<file path="config.mk">
export PLATFORM = sky130hd
export DESIGN_NAME = sub_div_ctrl
export DESIGN_NICKNAME = d
export VERILOG_FILES = /design/src/rtl/div_pkg.sv /design/src/rtl/subtr.sv /design/src/rtl/sub_div_ctrl.sv
export SDC_FILE = /design/constraint.sdc
export NUM_CORES = 1
export LEC_CHECK = 0
export CORE_ASPECT_RATIO = 1.1
export CORE_MARGIN = 2
export CORE_UTILIZATION = 58
export DETAILED_ROUTE_END_ITERATION = 10
export GPL_ROUTABILITY_DRIVEN = 0
export HOLD_SLACK_MARGIN = 0.12
export PLACE_DENSITY = 0.92
export SYNTH_ARGS = -nofsm -noshare
export SYNTH_HDL_FRONTEND = slang
export SYNTH_SLANG_ARGS = --single-unit
</file>
<file path="constraint.sdc">
create_clock -name clk -period 4.48 [get_ports clk]
set_input_delay 0.672 -clock clk [delete_from_list [all_inputs] [get_ports clk]]
set_output_delay 0.672 -clock clk [all_outputs]
set_load 0.05 [all_outputs]
</file>
<file path="src/rtl/div_pkg.sv">
// Shared constants for the restoring-division controller and its subtractor.
// State encoding, default operand width and the divide-by-zero quotient.
package div_pkg;

  localparam int WIDTH_DEF = 8;

  typedef enum logic [1:0] {
    IDLE = 2'd0,
    CALC = 2'd1,
    DONE = 2'd2
  } state_e;

  localparam logic [WIDTH_DEF-1:0] DIV0_QUOTIENT = '1;

endpackage

</file>
<file path="src/rtl/subtr.sv">
// Shared unsigned subtractor, diff_o = a_i - b_i modulo 2**WIDTH.
// Purely combinational, no handshake.
module subtr #(
  parameter int WIDTH = 8
) (
  input  logic [WIDTH-1:0] a_i,
  input  logic [WIDTH-1:0] b_i,
  output logic [WIDTH-1:0] diff_o
);

  assign diff_o = a_i - b_i;

endmodule

</file>
<file path="src/rtl/sub_div_ctrl.sv">
// Unsigned restoring divider, one quotient bit per cycle: done_o 9 cycles after accept (1 for /0).
// Start accepted only while ready_o is high; starts at any other time are dropped.
import div_pkg::*;

module sub_div_ctrl #(
  parameter int WIDTH = WIDTH_DEF,
  parameter int CNT_W = $clog2(WIDTH)
) (
  input  logic             clk,
  input  logic             rst_n,
  input  logic             start_i,
  input  logic             abort_i,
  input  logic [WIDTH-1:0] dividend_i,
  input  logic [WIDTH-1:0] divisor_i,
  output logic             ready_o,
  output logic             busy_o,
  output logic             done_o,
  output logic [WIDTH-1:0] quotient_o,
  output logic [WIDTH-1:0] remainder_o,
  output logic             div_by_zero_o
);

  state_e             state_q;
  logic [WIDTH-1:0]   dvs_q;
  logic [WIDTH-1:0]   rem_q;
  logic [WIDTH-1:0]   quo_q;
  logic [CNT_W-1:0]   cnt_q;
  logic               dz_q;
  logic [WIDTH-1:0]   res_quo_q;
  logic [WIDTH-1:0]   res_rem_q;
  logic               res_dz_q;

  logic [WIDTH-1:0]   shifted;
  logic [WIDTH-1:0]   diff;
  logic               take;

  assign shifted = {rem_q[WIDTH-2:0], quo_q[WIDTH-1]};

  subtr #(.WIDTH(WIDTH)) u_subtr (
    .a_i    (shifted),
    .b_i    (dvs_q),
    .diff_o (diff)
  );

  // A set msb means the true 9-bit partial remainder exceeds any divisor.
  assign take = rem_q[WIDTH-1] | (shifted >= dvs_q);

  always_ff @(posedge clk or negedge rst_n) begin
    if (!rst_n) begin
      state_q   <= IDLE;
      dvs_q     <= '0;
      rem_q     <= '0;
      quo_q     <= '0;
      cnt_q     <= '0;
      dz_q      <= 1'b0;
      res_quo_q <= '0;
      res_rem_q <= '0;
      res_dz_q  <= 1'b0;
    end else begin
      case (state_q)
        IDLE: begin
          if (!abort_i && start_i) begin
            dvs_q    <= divisor_i;
            cnt_q    <= CNT_W'(WIDTH - 1);
            res_dz_q <= 1'b0;
            if (divisor_i == '0) begin
              quo_q   <= WIDTH'(DIV0_QUOTIENT);
              rem_q   <= dividend_i;
              dz_q    <= 1'b1;
              state_q <= DONE;
            end else begin
              quo_q   <= dividend_i;
              rem_q   <= '0;
              dz_q    <= 1'b0;
              state_q <= CALC;
            end
          end
        end
        CALC: begin
          if (abort_i) begin
            state_q <= IDLE;
          end else begin
            rem_q <= take ? diff : shifted;
            quo_q <= {quo_q[WIDTH-2:0], take};
            cnt_q <= cnt_q - CNT_W'(1);
            if (cnt_q == '0) state_q <= DONE;
          end
        end
        DONE: begin
          state_q <= IDLE;
          // Results are committed only if the DONE cycle was not flushed.
          if (!abort_i) begin
            res_quo_q <= quo_q;
            res_rem_q <= rem_q;
            res_dz_q  <= dz_q;
          end
        end
        default: state_q <= IDLE;
      endcase
    end
  end

  assign ready_o       = (state_q == IDLE);
  assign busy_o        = (state_q == CALC) || (state_q == DONE);
  assign done_o        = (state_q == DONE) && !abort_i;
  assign quotient_o    = (state_q == DONE) ? quo_q : res_quo_q;
  assign remainder_o   = (state_q == DONE) ? rem_q : res_rem_q;
  assign div_by_zero_o = (state_q == DONE) ? dz_q  : res_dz_q;

endmodule

</file>
=== Word-level counts from Yosys, hierarchy flattened ===
Index checks and enable logic that the tools add are counted.

* Eq/ne operators: 6
* $lt $le $gt $ge: 1
* Muxes and demuxes: 24
* Reductions and logical operators: 14
* $add $sub $neg: 2
* Bitwise logic cells: 2

{| class="wikitable"
|+ Operators by type and width
! cell !! number
|-
| 8-bit 2-to-1 mux || 9
|-
| 8-bit case mux with 2 select lines || 2
|-
| 8-bit greater-or-equal comparator || 1
|-
| 8-bit logical NOT || 1
|-
| 2-bit 2-to-1 mux || 4
|-
| 8-bit subtractor || 1
|-
| 3-bit 2-to-1 mux || 2
|-
| 3-bit case mux with 2 select lines || 1
|-
| 2-bit AND reduction || 3
|-
| 3-bit AND reduction || 2
|-
| 1-bit 2-to-1 mux || 4
|-
| 2-bit inequality test (second input constant) || 2
|-
| 2-bit case mux with 2 select lines || 1
|-
| 2-bit nonzero test || 2
|-
| 3-bit logical NOT || 1
|-
| 3-bit inequality test (second input constant) || 1
|-
| 3-bit by 1-bit subtractor with 3-bit output (second input constant) || 1
|-
| 2-bit by 1-bit == test with 1-bit output (second input constant) || 1
|-
| 2-bit == test (second input constant) || 1
|-
| 1-bit logical AND || 2
|-
| 2-bit logical NOT || 1
|-
| 2-bit by 1-bit inequality test with 1-bit output (second input constant) || 1
|-
| 1-bit case mux with 2 select lines || 1
|-
| 1-bit logical NOT || 1
|-
| other kinds (3) || 3
|}

* Bits in registers: 47

=== Depth between registers and ports, before layout ===
Gate-level depths: netlist of run 1.

* Depth in word-level cells: 5
* Mapped depth: 9
* Mapped depth without buffers: 9

=== Cells and area by module ===
A second synthesis of run 1 with hierarchy kept.

* Cell total of the unflattened synthesis: 350
* Area, all modules: 3126.7 µm²

{| class="wikitable"
|+ By module, submodules not included
! module !! cells an instance !! area each (µm²) !! sequential area each (µm²) !! times used
|-
| sub_div_ctrl || 307 || 2795.2 || 1176.1 || 1
|-
| subtr || 43 || 331.6 || 0.0 || 1
|}

=== Worst setup path after synthesis of run 1 ===
Ideal clock, no wire load.

* Path kind: flip-flop to output port
* Start: register state_q[0]
* End: output port quotient_o[6]
* Data arrival time: 1.781 ns
* Stages on the path, launching flop included: 6
* Required time: 3.808 ns
* Path buffers: 2
* Setup slack: 2.027 ns
* Path through: dfrtp_1 inv_1 ha_1 clkbuf_1 clkbuf_1 mux2_2

* Word-level cells in the longest chain between the ends: 2

{| class="wikitable"
|+ RTL lines
! item !! RTL line !! text
|-
| start: declaration || sub_div_ctrl.sv:23 || <nowiki>state_e state_q;</nowiki>
|-
| start signal: assignment || sub_div_ctrl.sv:50 || <nowiki>state_q <= IDLE;</nowiki>
|-
| start signal: assignment || sub_div_ctrl.sv:70 || <nowiki>state_q <= DONE;</nowiki>
|-
| start signal: assignment || sub_div_ctrl.sv:75 || <nowiki>state_q <= CALC;</nowiki>
|-
| 2-bit == test || sub_div_ctrl.sv:106 || <nowiki>assign quotient_o = (state_q == DONE) ? quo_q : res_quo_q;</nowiki>
|-
| 8-bit 2-to-1 mux || sub_div_ctrl.sv:106 ||
|-
| end: declaration || sub_div_ctrl.sv:18 || <nowiki>output logic [WIDTH-1:0] quotient_o,</nowiki>
|}

Every way passes these cells.

=== Final worst setup path of run 1 ===
* Start: register state_q[0]
* End: output port done_o

* Word-level cells in the longest chain between the ends: 2

{| class="wikitable"
|+ RTL lines
! item !! RTL line !! text
|-
| 2-bit == test || sub_div_ctrl.sv:105 || <nowiki>assign done_o = (state_q == DONE) && !abort_i;</nowiki>
|-
| 1-bit logical AND || sub_div_ctrl.sv:105 ||
|-
| end: declaration || sub_div_ctrl.sv:17 || <nowiki>output logic done_o,</nowiki>
|}

Every way passes these cells.

==> flow_summary.ini, run 1 <==
[sta]
setup_violations = 0
fin_skew_ns = 0.00823
finalMaxSlewViolations = 0
tightest_slew_ns = 1.05
rsz0062_at_grt = false
timing.final.crit_period_ns = 3.49
finalHoldViolations = 0
fmax_ghz = 0.287
slew_headroom = 0.298
fin_crit_sh = 0.779
setup_tns_ns = 0
worst_slack_ns = 0.992

[drt]
drc = 0
avgViaCountPerCell = 6.04
antenna_left = 0
wl_per_cell_um = 16.9
vias = 2077
drt_wl_total_um = 5810
first_iter_violations = 171
drt_pass1_iterations = 4

[die]
core_um2 = 4350
die-area_um2 = 5110
std_cell_rows = 25
dieWidth_um = 68.4
pin_count = 40
start_util = 0.608
die_y_um = 74.8

[synth]
syn_nets = 286
synthArstFlopShare = 1.00
synth_edf_count = 0
synth-seq-cells = 47
yosysSeqAreaShare = 0.445
synth_most_common_cell = dfrtp_1
yosysWarnings = 0
synth_top_area_frac = 0.445
synth.avg_cell_area_um2 = 10.5
yosys.area.top_type = dfrtp_1
netlist_area_um2 = 2640
ys_types = 46
synthCells = 252
synth_area_leaders = dfrtp_1, mux2_2, ha_1
ys.flop_type = dfrtp_1
synth_commonest_cells = dfrtp_1, mux2_2, nor2_1, inv_1, nand2_1

[global_route]
antenna_found_initial = 0
gr-usage-all-layers = 0.255
grt_pass1_vias = 2029
grt-ovfl-total = 0
grt_pass1_wl_um = 9470
grt_max_degree = 48

[place]
dp_hpwl_um = 4150
port_buffers = 39
place_ws_ns = 1.33

[layout]
syn2layout_area_growth_pct = 20.2
diodes = 0
drive_gt1_frac = 0.207
fin_nets = 324

[status]
status = complete, no violations

[clock_tree]
ctsResizeCount = 0
cts.reportedPaths.clkPinSlew_ns = 0.08
cts_max_path_buffers = 2
cts_sinks = 47
htreeDepth = 2
clk_latency_ns = 0.31
cts_buffers = 5
clockRootBuffer = clkbuf_8
cts_tree = yes
hold_buffers = 0
post_cts_buffers = 0

[min_path]
min_path_type = register to register

[setup_path]
cp.required_ns = 3.81
worstSetupPathType = register to output port
cp.arrival_ns = 2.82
critical_path.max_fanout = 20
endpoint_kind = output port
start_kind = register

[job]
drv_cap = 0
state kept, by name (all words and copies together), names as in the netlist:
name,count
cnt_q,3
dvs_q,8
dz_q,1
quo_q,8
rem_q,8
res_dz_q,1
res_quo_q,8
res_rem_q,8
state_q,2
logic make-up after synthesis:
family,after synthesis,synth area share
multiplexers,40,0.170
flip-flops,47,0.445
buffers and inverters,28,0.0412
AO/OA/AOI/OAI,64,0.161
AND/OR/NAND/NOR,57,0.107
adder cells (fa/ha/maj),14,0.0691
XOR/XNOR,2,0.00663
final timing paths:
kind	endpoint	startpoint	depth (start not counted)	slack, ns
setup / recovery	done_o	state_q[0]	6	0.99
hold / removal	res_rem_q[0]	res_rem_q[0]	2	0.48
setup reg to reg	rem_q[4]	quo_q[7]	9	1.99
hold reg to reg	res_rem_q[0]	res_rem_q[0]	2	0.48
max in group asynchronous	dvs_q[5]	rst_n	1	3.28
min in group asynchronous	dvs_q[1]	rst_n	1	0.55
stage by stage:
stage	utilization	std cells	instance area [um^2]	hold WS, ns
floorplan	-	252	2640	0.376
global placement	0.706	337	3070	0.457
detailed placement	0.706	337	3070	0.468
CTS	0.730	344	3180	0.486
global route	0.730	344	3180	0.512
finish	0.730	344	3180	0.484
critical path, stage by stage (launching register included):
cell,delay (ns)
dfrtp_1,0.39
inv_1,0.10
ha_1,0.79
nand2b_1,0.10
buf_4,0.25
inv_1,0.07
clkdlybuf4s50_1,0.79
cell usage in the layout, fill, tap and decap left out, types with 4 or more instances in the layout:
cell type and count:
clkbuf_8 5, o22ai_1 7, nor3_1 4, nor2_1 19
inv_1 18, a221oi_1 5, a21oi_1 12, nand2_1 17
mux2_2 40, dfrtp_1 47, o21ai_0 16, clkdlybuf4s50_1 38
ha_1 13, o21a_1 5
final cells by class:
type,count,area [um^2]
Fill cell,294,1170
Timing Repair Buffer,41,400
Clock buffer,5,68.8
Clock inverter,2,37.5
Inverter,18,67.6
Tap cell,54,67.6
Multi-Input combinational cell,177,1360
Sequential cell,47,1180
metal layers:
layer  track usage  up-vias  wire (um)
li1              -      984          -
met1         0.334     1004       2370
met2         0.408       77       2950
met3        0.0568       12        349
met4         0.109        0        133
met5             0        -          0
Power of run 1 is not shown: default switching activity piles up to over one toggle a cycle in this logic, so the estimate is an artifact.
==> run 2: changes to the inputs <==
- CORE_UTILIZATION: 58 -> 54
- PLACE_DENSITY: 0.92 -> 0.87
- clock period: 4.48 -> 3.3 ns (I/O delays scaled with it)
==> run 2 against run 1 <==
Clock-buffer cell count is the same. Register-to-register slack worse by 1.2 ns. Flip-flop and latch count unchanged. Wire length rose by 0.50%. Die area rose by 7.0%. Worst hold slack worse by 0.13 ns. Non-clock buffer count up 1. Clock skew increased by 0.0016 ns. Worst setup slack worse by 0.52 ns. Final area grew 0.83%. Highest routed layer unchanged.
==> flow_summary.ini, run 2 (synthesis results as in run 1) <==
[die]
die_y_um = 77.4
start_util = 0.564
std_cell_rows = 26
die-area_um2 = 5470
dieWidth_um = 70.7
pin_count = 40
core_um2 = 4680

[place]
port_buffers = 39
dp_hpwl_um = 4280

[sta]
finalMaxSlewViolations = 0
slew_headroom = 0.324
fin_crit_sh = 0.857
fmax_ghz = 0.354
fin_skew_ns = 0.00987
setup_violations = 0
tightest_slew_ns = 1.01
setup_tns_ns = 0
timing.final.crit_period_ns = 2.83
rsz0062_at_grt = false
finalHoldViolations = 0

[layout]
fill_cells = 363
drive_gt1_frac = 0.216
final_common_cell = dfrtp_1
diodes = 0
fin_util = 0.683
final_cell_mix = dfrtp_1, mux2_2, clkdlybuf4s50_1
fin_nets = 325
syn2layout_area_growth_pct = 21.2

[clock_tree]
post_cts_buffers = 0
ctsResizeCount = 0
cts_buffers = 5
hold_buffers = 0
clk_latency_ns = 0.31
cts_sinks = 47
htreeDepth = 2
cts_tree = yes
cts_max_path_buffers = 2
clockRootBuffer = clkbuf_8
cts.reportedPaths.clkPinSlew_ns = 0.08

[drt]
antenna_left = 0
drt_wl_total_um = 5840
drc = 0
wl_per_cell_um = 16.8
avgViaCountPerCell = 5.91
vias = 2057
drt_pass1_iterations = 4
first_iter_violations = 98

[setup_path]
ff2ff_setup_slack_ns = 0.81
worstSetupPathType = register to output port
path_cells = inv_1 > ha_1 > buf_4 > mux2_2 > clkdlybuf4s50_1
reg2regPathDepth = 9
critical_path.max_fanout = 20
endpoint_kind = output port
crit_family = buffers and inverters
cpPeakStageDelay_ns = 0.73
cp.required_ns = 2.80
crit_buf_inv = 3
rr_startpoint = quo_q[7]
cp.arrival_ns = 2.33
cpMaxStageDelayCell = clkdlybuf4s50_1
start_kind = register
r2r-end = rem_q[4]

[global_route]
antenna_found_initial = 0
grt-ovfl-total = 0
grt_max_degree = 48
grt_pass1_wl_um = 9870
gr-usage-all-layers = 0.232
grt_pass1_vias = 2062

[job]
drv_cap = 0

[status]
status = complete, no violations

[min_path]
min_path_type = input pin to async pin
[run 2: changes by cell type in the layout (fill, tap and decap cells not counted)]
| cell | before | now |
|---|---|---|
| clkdlybuf4s50_1 | 38 | 37 |
| buf_12 | 0 | 1 |
| clkinv_2 | 0 | 1 |
| buf_4 | 2 | 3 |
| clkinvlp_4 | 1 | 0 |
| clkinv_4 | 0 | 1 |
[run 2: metal layers]
layer	vias up	global-route usage	wire length, um
met3	11	0.0571	295
met4	0	0.0811	129
met2	64	0.379	2810
met5	-	0	0
li1	998	-	-
met1	984	0.299	2600
[run 2: worst reg2reg max path, delay by kind of cell (launching register included)]
| family | cells | cell delay, ns |
|---|---|---|
| adder cells (fa/ha/maj) | 2 | 0.59 |
| AO/OA/AOI/OAI | 3 | 0.55 |
| buffers and inverters | 1 | 0.10 |
| flip-flops | 1 | 0.40 |
| AND/OR/NAND/NOR | 3 | 0.78 |
[run 2: worst max-delay path by stage]
stage	start	endpoint	slack, ns	depth (start not counted)
after floorplan	state_q[0]	quotient_o[6]	1.02	5
after global placement	state_q[0]	remainder_o[0]	0.86	5
after detailed placement	state_q[0]	remainder_o[0]	0.83	5
after CTS	state_q[0]	remainder_o[6]	0.45	5
after global routing	state_q[0]	remainder_o[6]	0.36	5
final	state_q[0]	remainder_o[6]	0.47	5
[run 2: layout make-up]
cell class	count	area, um^2	area share
repair buffers	42	418	0.131
well taps	56	70.1	0.0219
clock inverters	3	43.8	0.0137
flip-flops and latches	47	1180	0.367
inverters	18	67.6	0.0211
multi-input cells	177	1360	0.424
clock buffers	5	68.8	0.0215
[run 2: through the flow]
stage	instances	hold slack [ns]	setup slack (ns)	cell area, um^2
after floorplan	252	0.199	1.02	2640
after global placement	340	0.458	0.862	3090
after detailed placement	340	0.471	0.834	3090
after CTS	348	0.398	0.453	3200
after global routing	348	0.433	0.356	3200
final	348	0.353	0.472	3200
Power of run 2 is left out for the same reason.
==> run 3: changes to the inputs <==
- CORE_UTILIZATION: 54 -> 40
- PLACE_DENSITY: 0.87 -> 0.69
- SLEW_MARGIN: not set -> 10
==> run 3 against run 2 <==
Clock skew decreased by 0.00091 ns. Flip-flop and latch count unchanged. Wire length decreased by 0.57%. Register-to-register slack improved by 0.07 ns. Final area is 0.59% higher. Maximum frequency decreased by 4.3%. Non-clock buffer count stayed put. Critical path depth is the same. Utilization fell by 19 points. Die area grew 33%.
==> flow_summary.ini, run 3 (synthesis results as in run 1) <==
[status]
status = complete, no violations

[clock_tree]
cts_tree = yes
cts_buffers = 5
htreeDepth = 2
cts.reportedPaths.clkPinSlew_ns = 0.09
cts_max_path_buffers = 2
hold_buffers = 0
ctsResizeCount = 0
cts_sinks = 47
clk_latency_ns = 0.30
clockRootBuffer = clkbuf_8
post_cts_buffers = 0

[setup_path]
path_cells = inv_1 > ha_1 > buf_4 > mux2_2 > clkdlybuf4s50_1
critical_path.max_fanout = 13
cpPeakStageDelay_ns = 0.70
ff2ff_setup_slack_ns = 0.88
crit_family = buffers and inverters
cp.arrival_ns = 2.46
cpMaxStageDelayCell = clkdlybuf4s50_1
crit_buf_inv = 3
reg2regPathDepth = 9
cp.required_ns = 2.80
worstSetupPathType = register to output port
start_kind = register
cp.depth = 5
endpoint_kind = output port

[layout]
seqCellArea_um2 = 1180
fin_nets = 325
multi_input_area_um2 = 1360
diodes = 0
final_cell_mix = dfrtp_1, mux2_2, clkdlybuf4s50_1
syn2layout_area_growth_pct = 21.9
fill_cells = 608
drive_gt1_frac = 0.216
final_common_cell = dfrtp_1

[die]
die_y_um = 89.2
std_cell_rows = 31
core_um2 = 6480
dieWidth_um = 81.5
pin_count = 40
start_util = 0.408
die-area_um2 = 7270

[sta]
fmax_ghz = 0.338
finalHoldViolations = 0
finalMaxSlewViolations = 0
tightest_slew_ns = 1.07
setup_violations = 0
rsz0062_at_grt = false
slew_headroom = 0.280
setup_tns_ns = 0
timing.final.crit_period_ns = 2.96
fin_skew_ns = 0.00896
fin_crit_sh = 0.896

[global_route]
antenna_found_initial = 0
grt-ovfl-total = 0
grt_pass1_vias = 1973
grt_max_degree = 48
gr-usage-all-layers = 0.174
grt_pass1_wl_um = 9730

[place]
dp_hpwl_um = 4390
port_buffers = 39

[drt]
first_iter_violations = 119
vias = 2023
drc = 0
wl_per_cell_um = 15.5
antenna_left = 0
drt_wl_total_um = 5800
drt_pass1_iterations = 4
avgViaCountPerCell = 5.41

[min_path]
min_path_type = input pin to async pin

[job]
drv_cap = 0
[run 3: cell type report]
cell class | count | area share
clock buffer | 6 | 0.0256
clock inverter | 2 | 0.00505
inverter | 18 | 0.0210
multi-input combinational | 177 | 0.422
sequential | 47 | 0.365
tap | 82 | 0.0319
timing repair buffer | 42 | 0.130
[run 3: per-stage QoR]
stage / util / cells / worst slack [ns] / cell area [um^2] / hold WS (ns)
4_1_cts: 0.497 / 374 / 0.328 / 3220 / 0.419
2_1_floorplan: - / 252 / 1.02 / 2640 / 0.199
3_3_place_gp: 0.482 / 366 / 0.699 / 3120 / 0.461
6_report: 0.497 / 374 / 0.344 / 3220 / 0.372
3_5_place_dp: 0.482 / 366 / 0.669 / 3120 / 0.466
5_1_grt: 0.497 / 374 / 0.246 / 3220 / 0.452
[run 3: layer usage]
layer / wire length, um / global-route usage / up-vias
li1: - / - / 986
met1: 2680 / 0.238 / 994
met2: 2860 / 0.282 / 38
met3: 192 / 0.0293 / 5
met4: 76 / 0.0586 / 0
met5: 0 / 0 / -
[run 3: final timing paths]
| kind | start | to |
|---|---|---|
| worst max-delay path | state_q[0] | quotient_o[6] |
| worst min-delay path | rst_n | dvs_q[3] |
| worst max register to register | quo_q[7] | rem_q[4] |
| worst min register to register | res_quo_q[7] | res_quo_q[7] |
| max in group asynchronous | rst_n | rem_q[3] |
| min in group clk | res_quo_q[7] | res_quo_q[7] |
Power of run 3 is left out for the same reason.
